==> src/rtl/rf_writeback_unit.sv <==
// rf_writeback_unit: register-file write port arbiter for ALU results and variable-latency loads.
// Optional: RF_WB_LOAD_ERR_EN enables the sticky ld_err flag for unexpected memory responses.
`default_nettype none

module rf_writeback_unit #(
  parameter int N     = 32,
  parameter int DEPTH = 4
) (
  input  logic         clk,
  input  logic         rst,
  input  logic         alu_valid,
  output logic         alu_ready,
  input  logic [4:0]   alu_rd,
  input  logic [N-1:0] alu_data,
  input  logic         ld_issue_valid,
  output logic         ld_issue_ready,
  input  logic [4:0]   ld_rd,
  input  logic [2:0]   ld_funct3,
  input  logic [1:0]   ld_addr_lo,
  input  logic         mem_rvalid,
  input  logic [N-1:0] mem_rdata,
  output logic [31:0]  pending_mask,
  output logic         RegWrite,
  output logic [4:0]   WriteReg,
  output logic [N-1:0] WriteData,
  output logic         ld_err
);

  localparam int            AW       = $clog2(DEPTH);
  localparam logic [AW:0]   FULL_CNT = (AW+1)'(DEPTH);

  logic [4:0]   tag_rd_q [DEPTH];
  logic [2:0]   tag_f3_q [DEPTH];
  logic [1:0]   tag_lo_q [DEPTH];
  logic [AW-1:0] wr_ptr_q, rd_ptr_q;
  logic [AW:0]   count_q;

  logic         skid_full_q, skid_full_d;
  logic [4:0]   skid_rd_q, skid_rd_d;
  logic [N-1:0] skid_data_q, skid_data_d;

  logic         we_q, we_d;
  logic [4:0]   wreg_q, wreg_d;
  logic [N-1:0] wdata_q, wdata_d;

  logic         fifo_empty, fifo_full, push, pop, alu_fire;
  logic [4:0]   head_rd;
  logic [2:0]   head_f3;
  logic [1:0]   head_lo;
  logic [N-1:0] shifted, ld_data;

  assign fifo_empty     = (count_q == '0);
  assign fifo_full      = (count_q == FULL_CNT);
  assign ld_issue_ready = !fifo_full;
  assign alu_ready      = !skid_full_q;
  assign push           = ld_issue_valid && !fifo_full;
  assign pop            = mem_rvalid && !fifo_empty;
  assign alu_fire       = alu_valid && !skid_full_q;

  assign head_rd = tag_rd_q[rd_ptr_q];
  assign head_f3 = tag_f3_q[rd_ptr_q];
  assign head_lo = tag_lo_q[rd_ptr_q];

  always_comb begin
    shifted = mem_rdata >> {head_lo, 3'b000};
    case (head_f3)
      3'b000:  ld_data = {{(N-8){shifted[7]}}, shifted[7:0]};
      3'b001:  ld_data = {{(N-16){shifted[15]}}, shifted[15:0]};
      3'b100:  ld_data = {{(N-8){1'b0}}, shifted[7:0]};
      3'b101:  ld_data = {{(N-16){1'b0}}, shifted[15:0]};
      default: ld_data = shifted;
    endcase
  end

  // An entry is live when its distance from the read pointer is below the occupancy.
  always_comb begin
    logic [AW-1:0] offset;
    pending_mask = '0;
    for (int i = 0; i < DEPTH; i++) begin
      offset = AW'(i) - rd_ptr_q;
      if ({1'b0, offset} < count_q) begin
        pending_mask[tag_rd_q[i]] = 1'b1;
      end
    end
    pending_mask[0] = 1'b0;
  end

  always_ff @(posedge clk) begin
    if (push) begin
      tag_rd_q[wr_ptr_q] <= ld_rd;
      tag_f3_q[wr_ptr_q] <= ld_funct3;
      tag_lo_q[wr_ptr_q] <= ld_addr_lo;
    end
  end

  always_ff @(posedge clk) begin
    if (rst) begin
      wr_ptr_q <= '0;
      rd_ptr_q <= '0;
      count_q  <= '0;
    end else begin
      if (push) wr_ptr_q <= wr_ptr_q + AW'(1);
      if (pop)  rd_ptr_q <= rd_ptr_q + AW'(1);
      case ({push, pop})
        2'b10:   count_q <= count_q + (AW+1)'(1);
        2'b01:   count_q <= count_q - (AW+1)'(1);
        default: count_q <= count_q;
      endcase
    end
  end

  always_comb begin
    we_d        = 1'b0;
    wreg_d      = wreg_q;
    wdata_d     = wdata_q;
    skid_full_d = skid_full_q;
    skid_rd_d   = skid_rd_q;
    skid_data_d = skid_data_q;
    if (pop) begin
      we_d    = (head_rd != 5'd0);
      wreg_d  = head_rd;
      wdata_d = ld_data;
      if (alu_fire) begin
        skid_full_d = 1'b1;
        skid_rd_d   = alu_rd;
        skid_data_d = alu_data;
      end
    end else if (skid_full_q) begin
      we_d        = (skid_rd_q != 5'd0);
      wreg_d      = skid_rd_q;
      wdata_d     = skid_data_q;
      skid_full_d = 1'b0;
    end else if (alu_valid) begin
      we_d    = (alu_rd != 5'd0);
      wreg_d  = alu_rd;
      wdata_d = alu_data;
    end
  end

  always_ff @(posedge clk) begin
    if (rst) begin
      we_q        <= 1'b0;
      wreg_q      <= '0;
      wdata_q     <= '0;
      skid_full_q <= 1'b0;
      skid_rd_q   <= '0;
      skid_data_q <= '0;
    end else begin
      we_q        <= we_d;
      wreg_q      <= wreg_d;
      wdata_q     <= wdata_d;
      skid_full_q <= skid_full_d;
      skid_rd_q   <= skid_rd_d;
      skid_data_q <= skid_data_d;
    end
  end

  assign RegWrite  = we_q;
  assign WriteReg  = wreg_q;
  assign WriteData = wdata_q;

`ifdef RF_WB_LOAD_ERR_EN
  logic ld_err_q;
  always_ff @(posedge clk) begin
    if (rst) begin
      ld_err_q <= 1'b0;
    end else if (mem_rvalid && fifo_empty) begin
      ld_err_q <= 1'b1;
    end
  end
  assign ld_err = ld_err_q;
`else
  assign ld_err = 1'b0;
`endif

endmodule

`default_nettype wire

==> config.mk <==
export PLATFORM = sky130hd
export DESIGN_NAME = rf_writeback_unit
export DESIGN_NICKNAME = d
export VERILOG_FILES = /design/src/rtl/rf_writeback_unit.sv
export SDC_FILE = /design/constraint.sdc
export NUM_CORES = 1
export LEC_CHECK = 0
export CAP_MARGIN = 40
export CORE_MARGIN = 2
export CORE_UTILIZATION = 50
export DETAILED_ROUTE_END_ITERATION = 10
export DONT_BUFFER_PORTS = 1
export PLACE_DENSITY = 0.61
export SYNTH_ARGS = -nofsm -noshare
export SYNTH_HDL_FRONTEND = slang
export SYNTH_SLANG_ARGS = --single-unit
==> constraint.sdc <==
create_clock -name clk -period 5.1 [get_ports clk]
set_clock_uncertainty 0.1 [all_clocks]
set_input_delay 1.02 -clock clk [delete_from_list [all_inputs] [get_ports clk]]
set_output_delay 1.02 -clock clk [all_outputs]
set_load 0.01 [all_outputs]
; ---- Word level (Yosys, flattened, before mapping)
; Memories as Yosys holds them, arrays and structs flattened. A register that Yosys moved wholly into a read port is not among the register bits.
; Cells that the tools add are included.
[classes]
add_sub_neg = 8
n_eq_ne = 6
n_mux = 31
bitwise_logic = 4
shift = 1
n_reduce_logical = 19
n_lt_le_gt_ge = 12
[ops]
columns = operator, n
row1 = $mux W32, 7
row2 = $pmux W32 S4, 1
row3 = $or A32 B32 Y32, 3
row4 = $shr A32 B5 Y32, 1
row5 = $lt A5 B6 Y1 const B, 4
row6 = $demux W1 S5, 4
row7 = $ge A5 B1 Y1 const B, 4
row8 = $mux W5, 3
row9 = $reduce_bool A5 Y1, 3
row10 = $lt A2 B3 Y1, 4
row11 = $mux W2, 6
row12 = $eq A3 B3 Y1 const B, 3
row13 = $mux W1, 9
row14 = $logic_and A1 B1 Y1, 7
row15 = $logic_not A3 Y1, 2
row16 = $pmux W3 S2, 1
row17 = $add A2 B1 Y2 const B, 2
row18 = $sub A1 B2 Y2 const A, 2
row19 = $sub A2 B2 Y2 const A, 2
row20 = $add A3 B1 Y3 const B, 1
row21 = $eq A3 B1 Y1 const B, 1
row22 = $logic_not A1 Y1, 3
row23 = $reduce_bool A3 Y1, 1
row24 = $sub A3 B1 Y3 const B, 1
row25 = 6 further kinds, 6
[word_totals]
ram_bits = 40
output_inout_bits = 73
register_bits = 83
word_cells = 93
memories = 3
inputBits = 84
[memory_table]
columns = name, words, width, rd, rd_clocked_by_memory_dff, wr, line_no
row1 = tag_rd_q, 4, 5, 5, 1, 1, 32  ; logic [4:0] tag_rd_q [DEPTH];
row2 = tag_f3_q, 4, 3, 1, 1, 1, 33  ; logic [2:0] tag_f3_q [DEPTH];
row3 = tag_lo_q, 4, 2, 1, 1, 1, 34  ; logic [1:0] tag_lo_q [DEPTH];

; ---- Longest topological paths before layout
; An unclocked memory read counts as a cell.
[depth]
depth_word = 12
depth_mapped = 10
depth_no_buf = 10

; ---- Worst setup path after synthesis
; OpenSTA, ideal clock, no wires.
[synth_path]
kind = input port to flip-flop
from = input mem_rvalid
to = register count_q[2]
stages = 10
path_slack_ns = 2.033
arrival_ns = 2.896
n_path_buf = 2
setup_ns = 0.070
required_time_ns = 4.930
path_cell_list = o31ai_1 -> inv_1 -> clkbuf_1 -> clkbuf_1 -> ha_1 -> inv_1 -> fa_1 -> xor2_1 -> or3_1 -> a21oi_1
[synth_between]
elab_chain_len = 3
elab_cells_between_ends = 5
cone_classes = 2 x eq/ne / 1 x mux / 2 x reduce/logical
[synth_rtl]
columns = item, line_no
row1 = start: declaration, 20  ; input logic mem_rvalid,
row2 = $logic_and A1 B1 Y1 *, 57  ; assign pop = mem_rvalid && !fifo_empty;
row3 = $eq A2 B1 Y1 or $eq A2 B2 Y1 (tied branches), 104  ; case ({push, pop})
row4 = $pmux W3 S2 or $reduce_bool A2 Y1 (tied branches), --
row5 = end signal: assignment, 105  ; 2'b10: count_q <= count_q + (AW+1)'(1);
row6 = end signal: assignment, 106  ; 2'b01: count_q <= count_q - (AW+1)'(1);
row7 = end signal: assignment, 107  ; default: count_q <= count_q;
row8 = end: declaration, 36  ; logic [AW:0] count_q;
; Every way passes the cells marked *; elsewhere a longest branch is shown, timed or not.
; A chain may end at the register's enable or synchronous reset.

; ---- Worst setup path after layout
[layout_path]
from = register rd_ptr_q[0]
to = output pending_mask[20]
[layout_between]
elab_chain_len = 9
elab_cells_between_ends = 15
cone_classes = 4 x add/sub / 4 x order compare / 4 x mux / 3 x bitwise
[layout_rtl]
columns = item, line_no
row1 = start: declaration, 35  ; logic [AW-1:0] wr_ptr_q, rd_ptr_q;
row2 = start signal: assignment, 103  ; if (pop) rd_ptr_q <= rd_ptr_q + AW'(1);
row3 = $sub A1 B2 Y2, 80  ; offset = AW'(i) - rd_ptr_q;
row4 = $lt A2 B3 Y1, 81  ; if ({1'b0, offset} < count_q) begin
row5 = $mux W32, 81
row6 = $or A32 B32 Y32 (no line), --
row7 = $mux W32, 81
row8 = $or A32 B32 Y32 (no line), --
row9 = $mux W32, 81
row10 = $or A32 B32 Y32 (no line), --
row11 = $mux W32 *, 81
row12 = end: declaration, 22  ; output logic [31:0] pending_mask,
; Marks and branches as above.

==> results.md <==
- Hold_buf cts: 0
- Vias in the first global route: 5635
- FP Rows: 43
- Global Route Usage Sum: 0.265
- DRC viols: 0
- Die height: approximately 120 um
- Post-CTS setup repair buffer count: 0
- CP Data Arrival Time: 2.78 ns
- Synth async-reset ratio: 0
- Int Power: ~0.0025 W
- Die ar.: roughly 15000 sq um
- Critical path type: reg -> out
- Die X: roughly 120 um
- Yosys warning count: 0
- Via/cell ratio: about 6.6
- Switching Power: 0.00161 W
- R2R depth: 5
- Largest net degree at the start of global routing: 86
- H-tree depth: 4
- Antenna Nets Post-Route: 0
- Fin util: 0.552
- Sw Ratio: 0.396
- TritonCTS clock tree: yes
- # nets final: ~800
- Worst-skew pair later-pin latency: about 0.42 ns
- Tightest Pin Transition: 0.974 ns
- 1st-iter DRT viols: between 600 and 700
- Hold Path Cell Cnt: 2
- Total placed instance area: ~7000 sq um
- Layout cells sized above 1: 0.103
- First-pass GRT wire length: just over 30000 um
- Comb pwr share: 0.357
- Avg Synthesized Cell Area: around 9.4 sq um
- Max clock buf depth: 2
- Clk slew on worst S/H paths: roughly 0.06 ns
- Slew headroom: 0.345
- Vias after detailed routing: slightly below 6k
- Final Hold Fails: 0
- Layout fillers: 1257
- Crit path launch type: flop
- # resized after CTS: 0
- Final critical path time including I/O delays and setup: 3.90 ns
- Clock Power Share: 0.280
- TritonCTS Sinks: about 130
- Max frequency: around 0.26 GHz
- Maximum capacitance violations: 0
- CP endpoint kind: output pin
- Top_reg_cell synth: dfxtp_1
- Starting density of the core: 0.509
- DRT Wirelength: 20000 um
- Synth Register Bits: roughly 130
- DRT Pass-1 Iters: 7
- Worst Hold Class: reg -> reg
- FF/Latch Area: 2900 sq um
- Setup TNS: 0 ns
- RSZ-0062 raised after global routing: false
- Gpl congestion: between 0.9 and 1
- Mapped Cells: roughly 740
- Pleak: between 2 and 3 nW
- Layout area overhead: 8.48%
- Multi-input logic area: between 3000 and 4000 sq um
- Finished Cell Area: about 7600 sq um
- Grt total ovfl: 0
- Fin crit share: 0.765
- Outcome: complete, no violations
- CTS buffer count: 17
- Max Transition Viols Final: 0
- Reg power frac: 0.363
- HPWL after detailed placement: 13900 um
- Initial antenna violation count: 0
- PD cells: 534 nW/um^2
- Crit-path max FO: 6
- Wire per inst: between 20 and 25 um
- Synthesized area: roughly 7000 sq um
- # setup viols final: 0
- Post-synth EDFFs: 40
- Distinct cell type count after synthesis: between 50 and 60
- Peak supply drop: about 0.23 mV
- Root buffer cell: clkbuf_16
- Antenna diode count: 0
- I/O pins: 157
- Sequential-to-total area share from yosys stat: 0.414
- CP required: about 4 ns
- Core ar.: between 10000 and 15000 sq um
- Port buffer count: 0
[cell usage in the layout, fill, tap and decap left out, drive strengths merged, types with 20 or more instances in the layout]
cell type,n
nand2,137
dfxtp,85
a21oi,65
mux2i,48
edfxtp,40
nor2,38
a221o,31
o21ai,28
o22ai,27
a221oi,23
o211ai,21
clkbuf,20
[critical path: stages (launching register included)]
cell and delay [ns]:
dfxtp_1 0.42, xnor2_1 0.18, inv_1 0.08, ha_1 0.27, a21oi_1 0.12, o21ai_0 0.73, o22ai_1 0.21, a221o_1 0.36
[layer usage]
layer	share of wire	track usage	vias up
li1	-	-	2760
met3	0.098	0.0920	57
met5	0	0	-
met4	0.032	0.119	0
met1	0.39	0.321	2833
met2	0.48	0.425	308
[per-stage QoR]
stage	total power [W]	hold WS (ns)	worst slack, ns	std cells
6_report	0.00406	0.346	1.20	909
5_1_grt	0.00430	0.367	1.01	909
4_1_cts	0.00406	0.347	1.24	909
3_5_place_dp	0.00292	0.339	1.73	877
3_3_place_gp	0.00289	0.332	1.74	874
2_1_floorplan	0.00263	0.333	2.03	745
[power by group through the flow]
stage                     Sequential, W  Combinational, W  Clock (W)
after floorplan                 0.00140           0.00122          0
after global placement          0.00149           0.00140          0
after detailed placement        0.00150           0.00143          0
after CTS                       0.00148           0.00144    0.00115
after global routing            0.00150           0.00159    0.00121
final                           0.00148           0.00145    0.00114
[logic make-up (layout without fill, tap and decap cells)]
group / Yosys count / in the layout / synth area share
compound gates: 226 / 226 / 0.234
xor+xnor: 6 / 6 / 0.00750
fa+ha+maj: 10 / 10 / 0.0189
buf+inv: 67 / 51 / 0.0435
flops: 125 / 125 / 0.414
mux: 66 / 66 / 0.121
other cells: 1 / 2 / 0.000535
simple gates: 243 / 243 / 0.161
[flip-flops by register name, summed over array words and instances, names as in the netlist, named ones only]
| name | cells |
|---|---|
| WriteData | 32 |
| tag_f3_q | 12 |
| rd_ptr_q | 2 |
| tag_rd_q | 20 |
| WriteReg | 5 |
| skid_full_q | 1 |
| skid_data_q | 32 |
| RegWrite | 1 |
| skid_rd_q | 5 |
| count_q | 3 |
| tag_lo_q | 8 |
| wr_ptr_q | 2 |
[layout make-up]
cell class	count	share of cell area
Inverter	11	0.00543
Timing Repair Buffer	8	0.00691
Multi-Input combinational cell	553	0.502
Sequential cell	125	0.382
Clock buffer	20	0.0628
Clock inverter	12	0.0112
Tap cell	180	0.0296
[synth_stat cells, drive strengths merged (10+ instances only)]
cell | count | area share
a21oi | 65 | 0.046
a221o | 31 | 0.044
a221oi | 23 | 0.038
and3 | 15 | 0.013
buf | 14 | 0.015
clkbuf | 42 | 0.023
dfxtp | 85 | 0.24
edfxtp | 40 | 0.17
inv | 10 | 0.0054
mux2i | 48 | 0.072
mux4 | 10 | 0.036
nand2 | 137 | 0.073
nor2 | 38 | 0.021
o211ai | 21 | 0.022
o21ai | 28 | 0.020
o22ai | 27 | 0.024
[final timing paths]
kind | endpoint | start | slack (ns)
max | pending_mask[20] | rd_ptr_q[0]$_SDFFE_PP0N_ | 1.20
min | skid_data_q[19]$_SDFFE_PP0P_ | skid_data_q[19]$_SDFFE_PP0P_ | 0.35
max reg2reg | WriteData[21]$_SDFFE_PP0P_ | flop | 1.82
min reg2reg | skid_data_q[19]$_SDFFE_PP0P_ | skid_data_q[19]$_SDFFE_PP0P_ | 0.35
No activity file was read; power rests on OpenSTA's default activity.
